<file path="src/rtl/qe_decoder.sv">
// Quadrature encoder decoder: synchronised, glitch-filtered A/B/index inputs driving a signed position counter.
// Pin-to-count latency is 3 edges unfiltered, plus one edge per required filter sample.
module qe_decoder #(
  parameter int WIDTH = 16,
  parameter int FILT  = 2
) (
  input  logic             clk,
  input  logic             clr,
  input  logic             i,
  input  logic             q,
  input  logic             idx,
  input  logic [1:0]       mode,
  input  logic             idx_clr_en,
  input  logic             err_clr,
  output logic [WIDTH-1:0] count,
  output logic             dir,
  output logic             step,
  output logic             wrap,
  output logic             err,
  output logic [WIDTH-1:0] idx_pos
);

  localparam int WARM = (FILT == 0) ? 3 : FILT + 4;

  logic [2:0]       r_s1, r_s2;
  logic [2:0]       w_flt;
  logic [7:0]       r_warm;
  logic [1:0]       r_prev;
  logic [1:0]       r_mode;
  logic             r_idx_prev;
  logic [WIDTH-1:0] r_count, r_idx_pos;
  logic             r_dir, r_step, r_wrap, r_err;

  // channel order: bit 0 = A (i), bit 1 = B (q), bit 2 = index
  always_ff @(posedge clk or posedge clr) begin
    if (clr) begin
      r_s1 <= '0;
      r_s2 <= '0;
    end else begin
      r_s1 <= {idx, q, i};
      r_s2 <= r_s1;
    end
  end

  generate
    if (FILT == 0) begin : g_nofilt
      assign w_flt = r_s2;
    end else begin : g_filt
      localparam int CW = $clog2(FILT + 1);
      logic [2:0]    r_flt;
      logic [CW-1:0] r_cnt [3];
      // a new level is accepted on its FILT+1-th consecutive sample
      always_ff @(posedge clk or posedge clr) begin
        if (clr) begin
          r_flt <= '0;
          for (int k = 0; k < 3; k++) r_cnt[k] <= '0;
        end else begin
          for (int k = 0; k < 3; k++) begin
            if (r_s2[k] == r_flt[k]) begin
              r_cnt[k] <= '0;
            end else if (r_cnt[k] == CW'(FILT)) begin
              r_flt[k] <= r_s2[k];
              r_cnt[k] <= '0;
            end else begin
              r_cnt[k] <= r_cnt[k] + CW'(1);
            end
          end
        end
      end
      assign w_flt = r_flt;
    end
  endgenerate

  logic             w_rdy, w_a, w_b, w_da, w_db, w_bad, w_up, w_cnt_en, w_idx_rise;
  logic [WIDTH-1:0] w_next, w_max, w_min;

  // until the pipeline has filled, the previous pair only tracks the input
  assign w_rdy      = (r_warm == 8'(WARM));
  assign w_a        = w_flt[0];
  assign w_b        = w_flt[1];
  assign w_da       = w_a ^ r_prev[1];
  assign w_db       = w_b ^ r_prev[0];
  assign w_bad      = w_da & w_db;
  assign w_up       = w_da ? (w_a ^ w_b) : ~(w_a ^ w_b);
  assign w_idx_rise = w_rdy & w_flt[2] & ~r_idx_prev;
  assign w_max      = {1'b0, {(WIDTH-1){1'b1}}};
  assign w_min      = {1'b1, {(WIDTH-1){1'b0}}};
  assign w_next     = w_up ? r_count + WIDTH'(1) : r_count - WIDTH'(1);

  always_comb begin
    w_cnt_en = 1'b0;
    if (w_rdy && !w_bad && (w_da || w_db)) begin
      case (r_mode)
        2'b00:   w_cnt_en = 1'b1;
        2'b01:   w_cnt_en = w_da;
        2'b10:   w_cnt_en = w_da & w_a;
        default: w_cnt_en = 1'b0;
      endcase
    end
  end

  always_ff @(posedge clk or posedge clr) begin
    if (clr) begin
      r_warm     <= '0;
      r_prev     <= '0;
      r_mode     <= '0;
      r_idx_prev <= 1'b0;
      r_count    <= '0;
      r_idx_pos  <= '0;
      r_dir      <= 1'b0;
      r_step     <= 1'b0;
      r_wrap     <= 1'b0;
      r_err      <= 1'b0;
    end else begin
      r_mode     <= mode;
      r_prev     <= {w_a, w_b};
      r_idx_prev <= w_flt[2];
      r_step     <= 1'b0;
      r_wrap     <= 1'b0;
      if (!w_rdy) r_warm <= r_warm + 8'd1;
      if (w_rdy && w_bad) r_err <= 1'b1;
      else if (err_clr)   r_err <= 1'b0;
      if (w_idx_rise) r_idx_pos <= r_count;
      // index clear beats a coincident step and suppresses its pulses
      if (w_idx_rise && idx_clr_en) begin
        r_count <= '0;
      end else if (w_cnt_en) begin
        r_count <= w_next;
        r_dir   <= w_up;
        r_step  <= 1'b1;
        r_wrap  <= w_up ? (r_count == w_max) : (r_count == w_min);
      end
    end
  end

  assign count   = r_count;
  assign idx_pos = r_idx_pos;
  assign dir     = r_dir;
  assign step    = r_step;
  assign wrap    = r_wrap;
  assign err     = r_err;

endmodule

</file>
<file path="config.mk">
export PLATFORM = sky130hd
export DESIGN_NAME = qe_decoder
export DESIGN_NICKNAME = d
export VERILOG_FILES = /design/src/rtl/qe_decoder.sv
export SDC_FILE = /design/constraint.sdc
export NUM_CORES = 1
export LEC_CHECK = 0
export CORE_UTILIZATION = 49
export DETAILED_ROUTE_END_ITERATION = 8
export GPL_ROUTABILITY_DRIVEN = 0
export PLACE_DENSITY = 0.74
export SLEW_MARGIN = 15
export SYNTH_ARGS = -nofsm -noshare
export SYNTH_HDL_FRONTEND = slang
export SYNTH_SLANG_ARGS = --single-unit
</file>
<file path="constraint.sdc">
create_clock -name clk -period 2.92 [get_ports clk]
set_clock_uncertainty 0.15 [all_clocks]
set_input_delay 0.584 -clock clk [delete_from_list [all_inputs] [get_ports clk]]
set_output_delay 0.584 -clock clk [all_outputs]
set_load 0.02 [all_outputs]
</file>
==> results.yml <==
status:
  outcome: "finished, final reports clean"
worst_setup_path:
  critPathKind: "register to register"
  cp_top_family: "simple AND/OR/NAND/NOR gates"
  path_max_fanout: 5
  critPathMaxStageDelay_ns: 0.48
  crit_start: "g_filt.r_flt[0]"
  worstReg2RegStart: "g_filt.r_flt[0]"
  cp-start-kind: "register"
  critical_path.cell_chain: "ha_4 > xor3_2 > xnor2_1 > ha_2 > or4_4 > nor3_4 > a32oi_1 > or3_1 > a21oi_1"
  required_ns: 3.03
  critPathCaptureType: "register"
  cp.arrival_ns: 2.94
  worst-path-buf-inv: 0
  slowest_stage: "or4_4"
floorplanning:
  core_area_um2: 5960
  start_util: 0.514
  num_rows: 28
  die_h_um: 81.0
  pin_count: 45
  fp.dieW_um: 81.0
  dieArea_um2: 6570
min_path:
  hold_start: "r_s1[2]"
  min-delay-path-class: "register to register"
routing:
  wl_met1_um: 3120
  routed-wl-met2_um: 3060
  drc: 0
  dr_wl_met3_um: 311
  postRouteAntennaNets: 0
  num_vias: 2361
  drt-initial-drc-count: 223
  wire_per_inst_um: 15.8
  firstDrtPassIters: 4
  viasPerCell: 5.66
  routed.top_layer: "met4"
  drt-total-wl_um: 6590
timing:
  worst_pin_slew_ns: 0.581
  period_share: 0.968
  period_minus_slack_ns: 2.83
  drv_slew: 0
  finalSetupViolCount: 0
  slew_headroom: 0.613
  hold_viol_final: 0
  rsz0062_at_grt: "yes"
  holdWs_ns: 0.195
  timing.fmax_ghz: 0.354
logic_synthesis:
  synth_area_per_cell_um2: 10.9
  ys_seq_elements: 64
  syn_nets: 294
  synth_cell_types: 43
  synth_cells: 281
  syn_area_um2: 3060
  ys_seq_area_frac: 0.523
  yosysWarnings: 0
power_and_ir_drop:
  cellPowerDensity_nw_per_um2: 1180
  clock_power_share: 0.146
  p_sw_w: 0.00191
  combPwrFrac: 0.554
  p_leak_nw: 1.65
  power.share.sequential: 0.300
  power_w: 0.00459
  ir_worst_vdd_mv: 0.667
  swShare: 0.417
  p_int_w: 0.00267
flow_run:
  maxCapViolations: 0
layout:
  diodes: 0
  fin_util: 0.651
  fin_nets: 351
  fill_cells: 477
  final_common_cell: "dfrtp_1"
  most-common-layout-cells: "63 x dfrtp_1, 44 x clkdlybuf4s50_1, 18 x nand2_1, 18 x nor2_1, 18 x mux2_2"
  layout-drive-gt1-share: 0.178
  seqCellArea_um2: 1600
  areaGrowthSynthToFinish_pct: 26.7
  multi_input_area_um2: 1410
clock_tree:
  cts_sinks: 64
  clk_latency_ns: 0.34
  cts_buffers: 9
  clk_path_buf_depth: 2
  cts_tree: "yes"
  root_buffer: "clkbuf_8"
  htree_levels: 3
  path_clk_slew_ns: 0.07
global_route:
  antenna_found_initial: 0
  gr-usage-all-layers: 0.225
  overflow: 0
  grt_pass1_vias: 2097
  grt_pass1_wl_um: 10800
  grt_start_max_net_pins: 65
placement:
  io_buffers: 44
  hpwl_um: 4490
worst paths after layout:
path	to	slack (ns)	cells after the start
worst min register to register	r_s2[2]	0.19	0
max in group asynchronous	g_filt.r_flt[0]	1.84	3
worst min-delay path	r_s2[2]	0.19	0
worst max register to register	count[12]	0.09	9
min in group asynchronous	r_warm[3]	0.47	3
worst max-delay path	count[12]	0.09	9
cell usage after synthesis:
master / number / area (µm²)
mux2_2: 18 / 203
ha_1: 4 / 50.1
a21oi_1: 11 / 55.1
nor4b_2: 1 / 15.0
o21ai_0: 6 / 30.0
clkbuf_1: 13 / 48.8
a2111o_1: 1 / 11.3
or2_2: 1 / 6.26
nand2_2: 1 / 6.26
nor2b_1: 5 / 31.3
a211oi_1: 1 / 7.51
mux2i_1: 5 / 50.1
or3_1: 6 / 37.5
a32oi_1: 3 / 26.3
nand2b_1: 3 / 18.8
o32ai_1: 1 / 8.76
nand4_1: 6 / 37.5
nand4b_1: 1 / 8.76
xor3_1: 1 / 23.8
nor4_1: 7 / 43.8
nand2_1: 18 / 67.6
nand3_1: 12 / 60.1
nand3b_1: 1 / 7.51
xnor3_1: 1 / 22.5
xnor2_1: 11 / 96.3
inv_1: 9 / 33.8
dfrtp_1: 64 / 1600
nor2_1: 18 / 67.6
or4b_4: 1 / 13.8
xor2_1: 7 / 61.3
o211a_1: 2 / 20.0
or4_1: 4 / 30.0
nor3b_1: 6 / 45.0
or4_4: 1 / 11.3
a2bb2oi_1: 1 / 8.76
o41ai_1: 1 / 8.76
and3_1: 3 / 18.8
a31oi_1: 1 / 6.26
a2111oi_2: 1 / 15.0
nor3_1: 14 / 70.1
o22ai_1: 1 / 6.26
a21oi_2: 1 / 8.76
o211ai_1: 8 / 60.1
repair_timing:
action | CTS | global route
hold buffers | 0 | 0
endpoints found under the setup margin | 0 | 3
buffers inserted | 0 | 2
resized for setup | 0 | 1
endpoints found under the hold margin | 0 | 0
worst register-to-register path: stages (launching register included):
cell and delay [ns]:
dfrtp_2 0.42, ha_4 0.30, xor3_2 0.29, xnor2_1 0.15, ha_2 0.20, or4_4 0.48
nor3_4 0.15, a32oi_1 0.13, or3_1 0.35, a21oi_1 0.15
cell type report:
| class | instances | share of cell area |
|---|---|---|
| timing repair buffer | 59 | 0.146 |
| clock inverter | 3 | 0.00452 |
| clock buffer | 12 | 0.0400 |
| sequential | 64 | 0.413 |
| inverter | 9 | 0.00872 |
| tap | 75 | 0.0242 |
| multi-input combinational | 195 | 0.363 |
sequential cells by signal, indices dropped and copies added (netlist names):
register      cells
count            16
dir               1
g_filt.r_cnt      6
err               1
r_s1              3
g_filt.r_flt      3
step              1
r_prev            2
wrap              1
r_idx_prev        1
r_mode            2
idx_pos          16
r_warm            8
r_s2              3
power groups by stage:
| stage | combinational, W | sequential (W) | clock (W) |
|---|---|---|---|
| floorplan | 0.00155 | 0.00153 | 0 |
| global placement | 0.00242 | 0.00138 | 0 |
| detailed placement | 0.00245 | 0.00139 | 0 |
| CTS | 0.00246 | 0.00137 | 0.000688 |
| global route | 0.00274 | 0.00142 | 0.000720 |
| finish | 0.00254 | 0.00137 | 0.000670 |
stage by stage:
stage	setup WS (ns)	setup TNS, ns	instances	cell area, µm²
4_1_cts	0.0776	0	415	3850
5_1_grt	-0.00437	-0.00690	417	3880
3_5_place_dp	0.0873	0	400	3680
2_1_floorplan	-0.00535	-0.00535	281	3100
3_3_place_gp	0.161	0	400	3680
6_report	0.0930	0	417	3880
metal layers:
layer	track usage	up-vias
li1	-	1136
met1	0.322	1145
met2	0.324	69
met3	0.0427	11
met4	0.114	0
met5	0	-
cell families after synthesis:
logic type / share of synthesized area
AOI/OAI and AO/OA: 0.0891
xor gates and xnor gates: 0.0666
adders and majority gates: 0.0164
buffers and inverters: 0.0270
DFF: 0.523
muxes: 0.0826
and+or+nand+nor: 0.195
Power figures use the tool's default switching activity.
